`src/rtl/load_store_unit.sv`:
```
// RV32I load/store unit: one outstanding request, single-port word memory.
// Handles lane steering, sign/zero extension and misalignment/range faults.
module load_store_unit #(
  parameter int MEM_WORDS = 64
) (
  input  logic        clk,
  input  logic        rst_n,
  input  logic        req_valid,
  output logic        req_ready,
  input  logic        req_write,
  input  logic [2:0]  req_funct3,
  input  logic [31:0] req_addr,
  input  logic [31:0] req_wdata,
  output logic        resp_valid,
  input  logic        resp_ready,
  output logic [31:0] resp_rdata,
  output logic        resp_fault,
  output logic [31:0] mem_addr,
  output logic [31:0] mem_wdata,
  output logic [3:0]  mem_be,
  output logic        mem_read,
  output logic        mem_write,
  input  logic [31:0] mem_rdata
);

  typedef enum logic [2:0] {
    IDLE,
    READ,
    CAPTURE,
    WRITE,
    RESP
  } state_t;

  state_t state_q, state_d;

  logic [2:0]  f3_q;
  logic [1:0]  off_q;
  logic [3:0]  be_q;
  logic        accept;
  logic        fault;
  logic        oob;
  logic [3:0]  be_c;
  logic [31:0] wd_c;
  logic [31:0] sh;
  logic [31:0] ld_c;

  assign accept = (state_q == IDLE) && req_valid;
  assign oob = {2'b00, req_addr[31:2]} >= 32'(MEM_WORDS);

  always_comb begin
    fault = 1'b0;
    if (req_funct3 == 3'd3)
      fault = 1'b1;
    if (req_funct3[2:1] == 2'b11)
      fault = 1'b1;
    if (req_write && req_funct3[2:1] == 2'b10)
      fault = 1'b1;
    if (req_funct3[1:0] == 2'b01 && req_addr[0])
      fault = 1'b1;
    if (req_funct3 == 3'd2 && req_addr[1:0] != 2'b00)
      fault = 1'b1;
    if (oob)
      fault = 1'b1;
  end

  // Byte/half data is replicated so the enabled lanes always see it.
  always_comb begin
    be_c = 4'b1111;
    wd_c = req_wdata;
    unique case (req_funct3[1:0])
      2'b00: begin
        be_c = 4'b0001 << req_addr[1:0];
        wd_c = {4{req_wdata[7:0]}};
      end
      2'b01: begin
        be_c = 4'b0011 << req_addr[1:0];
        wd_c = {2{req_wdata[15:0]}};
      end
      default: begin
        be_c = 4'b1111;
        wd_c = req_wdata;
      end
    endcase
  end

  always_comb begin
    sh   = mem_rdata >> {off_q, 3'b000};
    ld_c = sh;
    unique case (f3_q)
      3'd0:    ld_c = {{24{sh[7]}}, sh[7:0]};
      3'd1:    ld_c = {{16{sh[15]}}, sh[15:0]};
      3'd4:    ld_c = {24'h0, sh[7:0]};
      3'd5:    ld_c = {16'h0, sh[15:0]};
      default: ld_c = sh;
    endcase
  end

  always_comb begin
    state_d    = state_q;
    req_ready  = 1'b0;
    resp_valid = 1'b0;
    mem_read   = 1'b0;
    mem_write  = 1'b0;
    mem_be     = 4'b0000;
    unique case (state_q)
      IDLE: begin
        req_ready = rst_n;
        if (req_valid) begin
          if (fault)
            state_d = RESP;
          else if (req_write)
            state_d = WRITE;
          else
            state_d = READ;
        end
      end
      READ: begin
        mem_read = 1'b1;
        mem_be   = be_q;
        state_d  = CAPTURE;
      end
      CAPTURE: begin
        state_d = RESP;
      end
      WRITE: begin
        mem_write = 1'b1;
        mem_be    = be_q;
        state_d   = RESP;
      end
      RESP: begin
        resp_valid = 1'b1;
        if (resp_ready)
          state_d = IDLE;
      end
      default: state_d = IDLE;
    endcase
  end

  always_ff @(posedge clk or negedge rst_n) begin
    if (!rst_n)
      state_q <= IDLE;
    else
      state_q <= state_d;
  end

  always_ff @(posedge clk or negedge rst_n) begin
    if (!rst_n) begin
      f3_q       <= 3'd0;
      off_q      <= 2'd0;
      be_q       <= 4'd0;
      mem_addr   <= 32'd0;
      mem_wdata  <= 32'd0;
      resp_rdata <= 32'd0;
      resp_fault <= 1'b0;
    end else if (accept) begin
      f3_q       <= req_funct3;
      off_q      <= req_addr[1:0];
      be_q       <= be_c;
      mem_addr   <= {2'b00, req_addr[31:2]};
      mem_wdata  <= wd_c;
      resp_rdata <= 32'd0;
      resp_fault <= fault;
    end else if (state_q == CAPTURE) begin
      resp_rdata <= ld_c;
    end
  end

endmodule

```
`config.mk`:
```
export PLATFORM = sky130hd
export DESIGN_NAME = load_store_unit
export DESIGN_NICKNAME = d
export VERILOG_FILES = /design/src/rtl/load_store_unit.sv
export SDC_FILE = /design/constraint.sdc
export NUM_CORES = 1
export LEC_CHECK = 0
export BUFFER_PORTS_ARGS = -buffer_cell sky130_fd_sc_hd__buf_2
export CAP_MARGIN = 10
export CORE_ASPECT_RATIO = 0.5
export CORE_UTILIZATION = 35
export DETAILED_ROUTE_END_ITERATION = 8
export MAX_ROUTING_LAYER = met4
export SYNTH_ARGS = -nofsm -noshare
export SYNTH_HDL_FRONTEND = slang
export SYNTH_SLANG_ARGS = --single-unit
```
`constraint.sdc`:
```
create_clock -name clk -period 3.9 [get_ports clk]
set_clock_uncertainty 0.05 [all_clocks]
set_input_delay 0.78 -clock clk [delete_from_list [all_inputs] [get_ports clk]]
set_output_delay 0.78 -clock clk [all_outputs]
set_load 0.1 [all_outputs]
```
# --- After elaboration in Yosys (flattened, before gate mapping) ---
# Index checks and enable logic that the tools add are counted.
word_totals:
  inputBits: 104
  output_inout_bits: 105
  word_cells: 59
  register_bits: 107
op_classes:
  magnitude_cmp: 1
  n_shift: 3
  reduce_logical: 12
  n_eq_ne: 14
  mux: 21
op_table:
  columns: ["cell", "n"]
  rows:
  - ["32-bit one-hot mux with 4 select lines", 1]
  - ["32-bit 2-to-1 mux", 2]
  - ["32-bit one-hot mux with 2 select lines", 1]
  - ["32-bit by 5-bit right shift with 32-bit output", 1]
  - ["30-bit by 7-bit >= comparator with 1-bit output (second input constant)", 1]
  - ["3-bit by 2-bit == test with 1-bit output (second input constant)", 4]
  - ["3-bit one-hot mux with 4 select lines", 1]
  - ["1-bit 2-to-1 mux", 10]
  - ["3-bit == test (second input constant)", 3]
  - ["3-bit 2-to-1 mux", 3]
  - ["4-bit one-hot mux with 2 select lines", 1]
  - ["3-bit by 1-bit == test with 1-bit output (second input constant)", 2]
  - ["3-bit zero test", 2]
  - ["2-bit == test (second input constant)", 2]
  - ["1-bit logical AND", 4]
  - ["4-bit 2-to-1 mux", 1]
  - ["2-bit != test (second input constant)", 2]
  - ["2-bit nonzero test", 2]
  - ["2-bit OR reduction", 2]
  - ["1-bit by 2-bit << shifter with 4-bit output (first input constant)", 1]
  - ["2-bit by 2-bit << shifter with 4-bit output (first input constant)", 1]
  - ["2-bit by 1-bit == test with 1-bit output (second input constant)", 1]
  - ["2-bit zero test", 1]
  - ["2-bit 2-to-1 mux", 1]
  - ["2-bit AND reduction", 1]

# --- Depth between registers and ports, before layout ---
logic_depth:
  word_depth: 10
  depth_mapped: 7
  mapped_depth_nobuf: 4

# --- Least setup slack after synthesis ---
# No wires, ideal clock.
synth_timing:
  path_type: "reg2out"
  start: "reg state_q[1]"
  end: "out resp_valid"
  stages_incl_launch_ff: 2
  path_buffers: 0
  arrival_ns: 2.686
  required_time_ns: 3.070
  setup_slack_ns: 0.384
  path_cell_list: "dfrtp_1 -> nor3b_1"
synth_between:
  elab_chain_cells: 2
synth_rtl:
  columns: ["item", "line_no", "source"]
  rows:
  - ["start: declaration", "34", "state_t state_q, state_d;"]
  - ["start signal: assignment", "143", "state_q <= state_d;"]
  - ["3-bit == test", "105", "unique case (state_q)"]
  - ["1-bit 2-to-1 mux", "105", null]
  - ["end: declaration", "14", "output logic resp_valid,"]
# Every way passes these cells.

# --- Worst setup path in the final report ---
layout_timing:
  start: "reg state_q[2]"
  end: "out req_ready"
layout_between:
  elab_chain_cells: 2
layout_rtl:
  columns: ["item", "line_no", "source"]
  rows:
  - ["3-bit zero test", "105", null]
  - ["1-bit 2-to-1 mux", "105", null]
  - ["end: declaration", "9", "output logic req_ready,"]
# Every way passes these cells.

==> flow_summary.toml <==
[outcome]
status = "finished clean"

[timing]
period_minus_slack_ns = 2.78
tns_ns = 0
final_cycle_share_pct = 71.3
slew-limit-headroom_pct = 27.3
rsz0062_at_grt = "no"
setup_viol = 0
hold_viol = 0
number_of_max_slew_violations_in_the_final_report = 0
max_freq_mhz = 360
worst_slew_pin_slew_ns = 1.09

[floorplanning]
floorplan.rows = 30
die_area_mm2 = 0.0150
fp.dieW_um = 172
die_h_um = 87.0
core-area_mm2 = 0.0138
top_level_ports = 209
initial_utilization_pct = 36.6

[route]
via_density = 4.84
postRouteAntennaNets = 0
detailroute.via_count = 4434
detailedRoute.firstIterationViolations = 289
post_drt_wl_per_cell_um = 15.6
totalWireLength_um = 14300
drtPass1Iterations = 6
drc = 0

[clock_network]
cts_hold_buf = 0
max-clock-path-buffers = 2
clk_latency_ns = 0.34
numCtsBuffers = 9
cts-root-buf = "sky130_fd_sc_hd__clkbuf_16"
post_cts_resized = 0
cts.sinks = 107
cts.repair_timing.setup_buffer_count = 0
tritoncts = "built"
htreeDepth = 3
path_clk_slew_ns = 0.07

[worst_setup_path]
timing_worst_setup_path_type = "register to output port"
worst_r2r_startpoint = "off_q[1]"
ff2ff_setup_slack_ns = 1.19
timing.critical_path.required_ns = 3.07
cp-start-kind = "register"
cp-end-kind = "output port"
cp.arrival_ns = 1.95
worstPathMaxFanout = 7
worstReg2RegEnd = "resp_rdata[30]"
reg2regPathDepth = 3

[placement]
port_buf_inserts = 206
dp_hpwl_um = 10600
gp_congestion = 0.934

[run]
maxcap_violations = 0

[layout]
syn_to_final_growth_pct = 27.9
final_layout_size_suffix_gt1_share_pct = 34.7
num-nets-final = 822

[logic_synthesis]
yosysWarnings = 0
synth.ff_latch_count = 107
synth.lib_cells_used.distinct = 37
syn_area_per_cell_um2 = 9.44
synth-seq-area-share_pct = 52.9
syn_area_mm2 = 0.00506
netlist_instances = 536

[global_route]
grt_first_pass_wirelength_um = 22300
grt_antenna_before_repair = 0
combined_global_route_utilization_of_all_metal_layers_pct = 20.1
grt_pass1_vias = 4231
grt_max_degree = 65
global_route_overflow = 0

[worst_hold_path]
holdPathEnd = "be_q[0]"
min_path_type = "register to register"
hold_depth = 2
hold_path.startpoint = "be_q[0]"
layout by cell type (no fill, tap or decap), types with 3 or more instances in the layout:
| cell | count |
|---|---|
| sky130_fd_sc_hd__nor2_1 | 25 |
| sky130_fd_sc_hd__nand3b_1 | 8 |
| sky130_fd_sc_hd__mux2i_1 | 42 |
| sky130_fd_sc_hd__inv_6 | 3 |
| sky130_fd_sc_hd__buf_4 | 6 |
| sky130_fd_sc_hd__mux2_2 | 7 |
| sky130_fd_sc_hd__a31oi_1 | 4 |
| sky130_fd_sc_hd__a221o_2 | 9 |
| sky130_fd_sc_hd__dfrtp_1 | 107 |
| sky130_fd_sc_hd__nand3_1 | 17 |
| sky130_fd_sc_hd__a221o_1 | 6 |
| sky130_fd_sc_hd__buf_2 | 205 |
| sky130_fd_sc_hd__and2_1 | 5 |
| sky130_fd_sc_hd__a21oi_1 | 25 |
| sky130_fd_sc_hd__clkbuf_16 | 9 |
| sky130_fd_sc_hd__nand2b_1 | 3 |
| sky130_fd_sc_hd__nor4_1 | 8 |
| sky130_fd_sc_hd__o21ai_0 | 52 |
| sky130_fd_sc_hd__nand2_1 | 153 |
| sky130_fd_sc_hd__inv_1 | 3 |
worst max path at each step:
stage | slack, ns | startpoint | endpoint
final | 1.12 | state_q[2] | req_ready
after global routing | 1.02 | state_q[2] | req_ready
after CTS | 1.10 | state_q[2] | req_ready
after global placement | 1.29 | off_q[1] | resp_rdata[30]
after detailed placement | 1.21 | off_q[1] | resp_rdata[24]
after floorplan | 0.38 | state_q[1] | resp_valid
state kept, by name, indices dropped and copies added (netlist names):
register,count
resp_fault,1
resp_rdata,32
state_q,3
mem_addr,30
mem_wdata,32
f3_q,3
be_q,4
off_q,2
metrics by stage:
| step | cell area [um2] | cells | setup slack [ns] | util [%] | hold slack, ns |
|---|---|---|---|---|---|
| final | 6480 | 916 | 1.12 | 46.9 | 0.420 |
| after global placement | 6200 | 899 | 1.29 | 44.9 | 0.404 |
| after global routing | 6470 | 915 | 1.02 | 46.9 | 0.448 |
| after detailed placement | 6200 | 899 | 1.21 | 44.9 | 0.408 |
| after floorplan | 5070 | 537 | 0.384 | - | 0.380 |
| after CTS | 6470 | 915 | 1.10 | 46.9 | 0.428 |
cells in the mapped netlist, drive strengths merged:
| master | count | area share, % |
|---|---|---|
| nand2 | 154 | 11 |
| dfrtp | 107 | 53 |
| o21ai | 52 | 5.1 |
| mux2i | 42 | 8.3 |
| clkbuf | 27 | 2.0 |
| nor2 | 26 | 2.0 |
| a21oi | 25 | 2.5 |
| nand3 | 17 | 1.7 |
| a221o | 15 | 3.2 |
| buf | 14 | 1.7 |
| nor4 | 9 | 1.4 |
| nand3b | 8 | 1.2 |
| mux2 | 7 | 1.6 |
| and2 | 6 | 0.74 |
| a31oi | 4 | 0.49 |
| inv | 3 | 0.22 |
| nand2b | 3 | 0.37 |
| nor3b | 3 | 0.77 |
| mux4 | 2 | 0.89 |
| nor2b | 2 | 0.25 |
| nor3 | 2 | 0.20 |
| a211o | 1 | 0.17 |
| a21o | 1 | 0.15 |
| conb | 1 | 0.074 |
| nand4 | 1 | 0.12 |
| o21bai | 1 | 0.15 |
| o31ai | 1 | 0.15 |
| or2 | 1 | 0.12 |
| or3b | 1 | 0.17 |
per-layer routing:
| layer | up-vias | track usage (%) | wire length [um] |
|---|---|---|---|
| li1 | 2200 | - | - |
| met1 | 2075 | 26.6 | 6800 |
| met2 | 142 | 31.8 | 6650 |
| met3 | 17 | 3.41 | 691 |
| met4 | 0 | 5.71 | 197 |
| met5 | - | - | 0 |
area by class of cell:
class	instances	area (um2)
Sequential cell	107	2680
Tap cell	192	240
Antenna cell	1	2.50
Timing Repair Buffer	211	1070
Multi-Input combinational cell	386	2200
Clock buffer	10	229
Fill cell	1432	7340
Clock inverter	6	47.5
Inverter	3	11.3
cell families (layout without fill, tap and decap cells):
family          after synthesis  count (layout)  synth area share (%)
mux                          51              51                  10.8
other cells                   1               3                0.0741
simple gates                233             233                  20.4
buf+inv                      44             230                  3.95
compound gates              100             100                  11.9
flops                       107             107                  52.9
worst max-delay path, cell delays in order (launching register included):
cell                      delay (ns)
sky130_fd_sc_hd__dfrtp_1        0.43
sky130_fd_sc_hd__nor3_1         0.56
sky130_fd_sc_hd__and2_1         0.21
sky130_fd_sc_hd__buf_2          0.42
Power is left out: the tool's default activity adds up to more than one toggle a clock period on the data nets, which glitch-free logic cannot reach.
